### src/rtl/dmem_pkg.sv
// Shared definitions for the data-memory access unit: size encodings,
// FSM state encoding and the default word-index width.
package dmem_pkg;

    localparam int RAMSIZE_DEF = 12;

    localparam logic [1:0] SZ_BYTE = 2'b00;
    localparam logic [1:0] SZ_HALF = 2'b01;
    localparam logic [1:0] SZ_WORD = 2'b10;

    typedef enum logic [1:0] {
        IDLE = 2'b00,
        RD   = 2'b01,
        WR   = 2'b10,
        RESP = 2'b11
    } state_t;

endpackage

### src/rtl/dmem_lane_align.sv
// Combinational lane steering: extracts/extends load data from a memory word
// and merges right-justified store data into the addressed lane(s).
module dmem_lane_align
    import dmem_pkg::*;
(
    input  logic [1:0]  size,
    input  logic [1:0]  offset,
    input  logic        is_signed,
    input  logic [31:0] rdata,
    input  logic [31:0] wdata,
    output logic [31:0] load_data,
    output logic [31:0] merged
);

    logic [7:0]  byte_sel;
    logic [15:0] half_sel;

    always_comb begin
        byte_sel = rdata[7:0];
        case (offset)
            2'd1:    byte_sel = rdata[15:8];
            2'd2:    byte_sel = rdata[23:16];
            2'd3:    byte_sel = rdata[31:24];
            default: byte_sel = rdata[7:0];
        endcase
        half_sel = offset[1] ? rdata[31:16] : rdata[15:0];

        load_data = rdata;
        if (size == SZ_BYTE)
            load_data = {{24{is_signed & byte_sel[7]}}, byte_sel};
        else if (size == SZ_HALF)
            load_data = {{16{is_signed & half_sel[15]}}, half_sel};
    end

    // Each lane either keeps the old memory byte or takes the matching store byte.
    generate
        for (genvar gi = 0; gi < 4; gi++) begin : g_lane
            localparam logic [1:0] LANE = gi[1:0];
            logic       lane_hit;
            logic [7:0] lane_src;

            always_comb begin
                lane_hit = 1'b1;
                lane_src = wdata[gi*8 +: 8];
                if (size == SZ_BYTE) begin
                    lane_hit = (offset == LANE);
                    lane_src = wdata[7:0];
                end else if (size == SZ_HALF) begin
                    lane_hit = (offset[1] == LANE[1]);
                    lane_src = LANE[0] ? wdata[15:8] : wdata[7:0];
                end
            end

            assign merged[gi*8 +: 8] = lane_hit ? lane_src : rdata[gi*8 +: 8];
        end
    endgenerate

endmodule

### src/rtl/dmem_access_unit.sv
// Load/store engine driving a word-only data memory with sub-word RMW.
// Optional macro DMEM_ACCESS_MISALIGN_TRAP_EN: trap misaligned half/word accesses.
module dmem_access_unit
    import dmem_pkg::*;
#(
    parameter int RAMSIZE = RAMSIZE_DEF,
    parameter int DATA_W  = 32
) (
    input  logic              clk,
    input  logic              reset_n,
    input  logic              req_valid,
    output logic              req_ready,
    input  logic              req_we,
    input  logic [1:0]        req_size,
    input  logic              req_signed,
    input  logic [31:0]       req_addr,
    input  logic [DATA_W-1:0] req_wdata,
    output logic              resp_valid,
    output logic [DATA_W-1:0] resp_rdata,
    output logic              resp_err,
    output logic [31:0]       mem_addr,
    output logic [DATA_W-1:0] mem_wdata,
    output logic              mem_wren,
    input  logic [DATA_W-1:0] mem_rdata
);

    state_t      state_reg, state_next;
    logic        we_reg;
    logic [1:0]  size_reg;
    logic [1:0]  offset_reg;
    logic        signed_reg;
    logic [31:0] wdata_reg;

    logic [1:0]  size_norm;
    logic [1:0]  offset_norm;
    logic        misaligned;
    logic [31:0] load_data;
    logic [31:0] merged;
    logic        unused_addr_bits;

    assign unused_addr_bits = ^req_addr[31:RAMSIZE+2];
    assign req_ready = (state_reg == IDLE);

    // Reserved size 11 behaves as a word; offsets are masked to the access size.
    always_comb begin
        size_norm   = (req_size == 2'b11) ? SZ_WORD : req_size;
        offset_norm = 2'b00;
        if (size_norm == SZ_BYTE)
            offset_norm = req_addr[1:0];
        else if (size_norm == SZ_HALF)
            offset_norm = {req_addr[1], 1'b0};
`ifdef DMEM_ACCESS_MISALIGN_TRAP_EN
        misaligned = ((size_norm == SZ_HALF) && req_addr[0]) ||
                     ((size_norm == SZ_WORD) && (req_addr[1:0] != 2'b00));
`else
        misaligned = 1'b0;
`endif
    end

    always_comb begin
        state_next = state_reg;
        case (state_reg)
            IDLE: begin
                if (req_valid) begin
                    if (misaligned)
                        state_next = RESP;
                    else if (req_we && size_norm == SZ_WORD)
                        state_next = WR;
                    else
                        state_next = RD;
                end
            end
            RD:      state_next = we_reg ? WR : RESP;
            WR:      state_next = RESP;
            RESP:    state_next = IDLE;
            default: state_next = IDLE;
        endcase
    end

    dmem_lane_align u_align (
        .size      (size_reg),
        .offset    (offset_reg),
        .is_signed (signed_reg),
        .rdata     (mem_rdata),
        .wdata     (wdata_reg),
        .load_data (load_data),
        .merged    (merged)
    );

`ifdef DMEM_ACCESS_MISALIGN_TRAP_EN
    logic resp_err_reg;
    assign resp_err = resp_err_reg;
`else
    assign resp_err = 1'b0;
`endif

    always_ff @(posedge clk or negedge reset_n) begin
        if (!reset_n) begin
            state_reg  <= IDLE;
            we_reg     <= 1'b0;
            size_reg   <= SZ_WORD;
            offset_reg <= 2'b00;
            signed_reg <= 1'b0;
            wdata_reg  <= '0;
            resp_valid <= 1'b0;
            resp_rdata <= '0;
            mem_addr   <= '0;
            mem_wdata  <= '0;
            mem_wren   <= 1'b0;
`ifdef DMEM_ACCESS_MISALIGN_TRAP_EN
            resp_err_reg <= 1'b0;
`endif
        end else begin
            state_reg <= state_next;
            case (state_reg)
                IDLE: begin
                    if (req_valid) begin
                        we_reg     <= req_we;
                        size_reg   <= size_norm;
                        offset_reg <= offset_norm;
                        signed_reg <= req_signed;
                        wdata_reg  <= req_wdata;
                        mem_addr   <= {{(32-RAMSIZE){1'b0}}, req_addr[RAMSIZE+1:2]};
                        if (state_next == WR) begin
                            mem_wdata <= req_wdata;
                            mem_wren  <= 1'b1;
                        end
                        if (state_next == RESP) begin
                            resp_valid <= 1'b1;
                            resp_rdata <= '0;
`ifdef DMEM_ACCESS_MISALIGN_TRAP_EN
                            resp_err_reg <= 1'b1;
`endif
                        end
                    end
                end
                RD: begin
                    if (we_reg) begin
                        mem_wdata <= merged;
                        mem_wren  <= 1'b1;
                    end else begin
                        resp_valid <= 1'b1;
                        resp_rdata <= load_data;
`ifdef DMEM_ACCESS_MISALIGN_TRAP_EN
                        resp_err_reg <= 1'b0;
`endif
                    end
                end
                WR: begin
                    mem_wren   <= 1'b0;
                    resp_valid <= 1'b1;
                    resp_rdata <= '0;
`ifdef DMEM_ACCESS_MISALIGN_TRAP_EN
                    resp_err_reg <= 1'b0;
`endif
                end
                default: begin
                    resp_valid <= 1'b0;
                end
            endcase
        end
    end

endmodule

### config.mk
export PLATFORM = sky130hd
export DESIGN_NAME = dmem_access_unit
export DESIGN_NICKNAME = d
export VERILOG_FILES = /design/src/rtl/dmem_pkg.sv /design/src/rtl/dmem_lane_align.sv /design/src/rtl/dmem_access_unit.sv
export SDC_FILE = /design/constraint.sdc
export NUM_CORES = 1
export LEC_CHECK = 0
export BUFFER_PORTS_ARGS = -buffer_cell sky130_fd_sc_hd__clkbuf_2
export CORE_ASPECT_RATIO = 1.25
export CORE_UTILIZATION = 51
export DETAILED_ROUTE_END_ITERATION = 12
export PLACE_DENSITY = 0.78
export SYNTH_ARGS = -nofsm -noshare
export SYNTH_HDL_FRONTEND = slang
export SYNTH_SLANG_ARGS = --single-unit
### constraint.sdc
create_clock -name clk -period 2.32 [get_ports clk]
set_input_delay 0.232 -clock clk [delete_from_list [all_inputs] [get_ports clk]]
set_output_delay 0.232 -clock clk [all_outputs]
set_load 0.02 [all_outputs]
==> impl_metrics.py <==
metrics = {
    "floorplan": {
        "core_area_um2": 11730,
        "dieArea_um2": 12620,
        "rows": 44,
        "design.portCount": 203,
        "die_h_um": 125.3,
        "initial_core_util_pct": 52.93,
        "fp.dieW_um": 100.7,
    },
    "critical_path": {
        "r2r_slack_ps": 250,
        "worstPathRequired_ps": 2600,
        "crit_family": "buffers and inverters",
        "worstReg2RegEnd": "mem_wdata[27]$_DFFE_PN0P_",
        "critical_path.cell_chain": "inv_1 -> ha_1 -> buf_4 -> buf_4 -> nand2_1 -> a221oi_1 -> o21ai_0",
        "end_kind": "register",
        "timing.rr.start": "state_reg[1]$_DFF_PN0_",
        "criticalPathCategory": "register to register",
        "start_kind": "register",
        "arrival_ps": 2350,
        "crit_top_cell": "buf_4",
        "critical_path_buf_inv_count": 3,
        "r2r_cells": 7,
        "critical-path-max-stage-delay_ps": 400,
        "crit_fanout": 28,
        "critPathSlowestCell": "dfrtp_1",
    },
    "sta": {
        "tns_ps": 0,
        "tightest_slew_ps": 533.7,
        "period_needed_ps": 2071,
        "fmax_ghz": 0.4829,
        "slew_headroom_pct": 64.18,
        "rsz0062_at_grt": "false",
        "period_share_pct": 89.25,
        "hold_viol": 0,
        "finalSetupViolCount": 0,
        "slew_viol_final": 0,
        "skew_ps": 6.785,
    },
    "detailed_routing": {
        "drc": 0,
        "dr.pass1.iters": 5,
        "wl_per_cell_um": 19.11,
        "viasPerCell": 5.932,
        "dr_total_vias": 5600,
        "antenna_left": 0,
        "wirelength_mm": 18.04,
        "dr.first_iter.drc_count": 433,
    },
    "clocking": {
        "clock_latency_ps": 420,
        "cts.clk_slew.worst_paths_ps": 50,
        "clock_path_buffers": 2,
        "cts-root-buf": "clkbuf_16",
        "cts.htree.levels": 4,
        "cts_resized": 0,
        "cts-hold-fix-buffers": 1,
        "cts-buffers-inserted": 17,
        "postCtsSetupBuffers": 0,
        "cts.sink_count": 118,
        "cts_tree": "done",
    },
    "placement": {
        "port_buffers": 163,
        "dpl.hpwl_mm": 13.12,
        "place.gp.congestion": 0.9699,
        "dp_cells": 911,
    },
    "layout": {
        "drive_gt1_share_pct": 35.63,
        "area_growth_pct": 24.15,
        "layout.cells.non_filler": 944,
        "layout_commonest_cell": "clkbuf_2",
        "final_nets": 877,
        "fin_util_pct": 65.72,
        "final_cell_mix": "clkbuf_2, dfrtp_1, nand2_1, mux2_2, o21ai_0",
        "num_antenna_cells": 0,
        "fillers": 959,
    },
    "synth": {
        "synth_edf_count": 0,
        "synth_area_um2": 6207,
        "synthFlopType": "dfrtp_1",
        "async_flop_share_pct": 100.0,
        "yosys.cell_types.count": 49,
        "netlist_instances": 614,
        "avgSynthCellArea_um2": 10.11,
        "synth_seq_cells": 118,
        "synth_warnings": 0,
        "yosysSeqAreaShare_pct": 47.59,
    },
    "job": {
        "cap_violations": 0,
    },
    "worst_hold_path": {
        "hold_end": "offset_reg[0]$_DFFE_PN0P_",
        "min_path_type": "input pin to register",
        "hold_depth": 2,
        "min_from": "req_addr[0]",
    },
    "global_route": {
        "grt_remaining_overflow": 0,
        "grt_pass1_vias": 5504,
        "grt_max_degree": 71,
        "grt_first_pass_wirelength_mm": 28.56,
        "grt_use_total_pct": 29.74,
        "antenna_found_initial": 0,
    },
    "pwr": {
        "vdd_drop_max_uv": 902.8,
        "p_per_area_nw_per_um2": 1654,
        "p_leak_nw": 3.599,
    },
    "status": {
        "outcome": "completed",
    },
}
## area by class of cell
| cell class | instances | area [um^2] | share of cell area [%] |
|---|---|---|---|
| tap | 161 | 201.4 | 2.614 |
| clock buffer | 24 | 481.7 | 6.251 |
| timing repair buffer | 182 | 1001 | 12.99 |
| inverter | 14 | 52.55 | 0.6819 |
| clock inverter | 8 | 145.1 | 1.883 |
| sequential | 118 | 2954 | 38.33 |
| multi-input combinational | 437 | 2870 | 37.25 |
## layer usage
| metal | wire, um | global-route usage, % |
|---|---|---|
| met1 | 7177 | 38.57 |
| met5 | 0 | 0 |
| met2 | 8670 | 47.10 |
| met3 | 1467 | 6.260 |
| met4 | 722 | 14.66 |
## worst register-to-register path, delay by kind of cell, from the launching register on
kind | cells | cell delay (ps)
buf+inv | 3 | 690
simple gates | 1 | 120
compound gates | 2 | 550
flops | 1 | 400
fa+ha+maj | 1 | 170
## logic make-up (layout without fill, tap and decap cells)
kind of cell             after synthesis  in the layout  synth area share [%]
AO/OA/AOI/OAI                        194            194                 20.44
adder cells (fa/ha/maj)                4              4                0.8063
buffers and inverters                 79            228                 7.418
flip-flops                           118            118                 47.59
multiplexers                          70             70                 12.46
other                                  1             21               0.06041
AND/OR/NAND/NOR                      148            148                 11.23
## where the power goes
group          leakage, nW  switching [mW]  internal (mW)
Sequential            1.45           0.815           3.09
Combinational         1.85            3.71           2.34
Clock                0.300           0.906           1.88
## worst max path at each step
stage / start / depth (start not counted) / endpoint
2_1_floorplan: state_reg[0]$_DFF_PN0_ / 7 / mem_wdata[23]$_DFFE_PN0P_
3_3_place_gp: state_reg[1]$_DFF_PN0_ / 7 / mem_wdata[23]$_DFFE_PN0P_
3_5_place_dp: state_reg[1]$_DFF_PN0_ / 6 / mem_wdata[23]$_DFFE_PN0P_
4_1_cts: state_reg[1]$_DFF_PN0_ / 7 / resp_rdata[17]$_DFFE_PN0P_
5_1_grt: state_reg[1]$_DFF_PN0_ / 7 / mem_wdata[24]$_DFFE_PN0P_
6_report: state_reg[1]$_DFF_PN0_ / 7 / mem_wdata[27]$_DFFE_PN0P_
## synth_stat cells (all sizes together) (12+ instances only)
| cell type | instances | area share, % |
|---|---|---|
| mux2i | 12 | 1.9 |
| mux2 | 58 | 11 |
| a21oi | 37 | 3.2 |
| nand2 | 60 | 3.6 |
| inv | 14 | 0.85 |
| dfrtp | 117 | 47 |
| buf | 54 | 5.9 |
| a221oi | 17 | 2.4 |
| a22o | 17 | 2.4 |
| o21ai | 76 | 6.1 |
| nand3 | 12 | 0.97 |
| nor2 | 39 | 2.4 |
| or3 | 13 | 1.3 |
## metrics by stage
stage | area, um^2 | power (mW) | hold WS [ps] | worst slack (ps)
finish | 7706 | 12.74 | 41.29 | 249.3
global route | 7706 | 13.49 | 42.75 | 118.4
global placement | 7069 | 9.642 | 105.0 | 372.7
detailed placement | 7069 | 9.871 | 113.3 | 305.8
CTS | 7706 | 12.70 | 34.28 | 273.3
floorplan | 6282 | 8.069 | -63.59 | 433.6
Power figures use the tool's default switching activity.
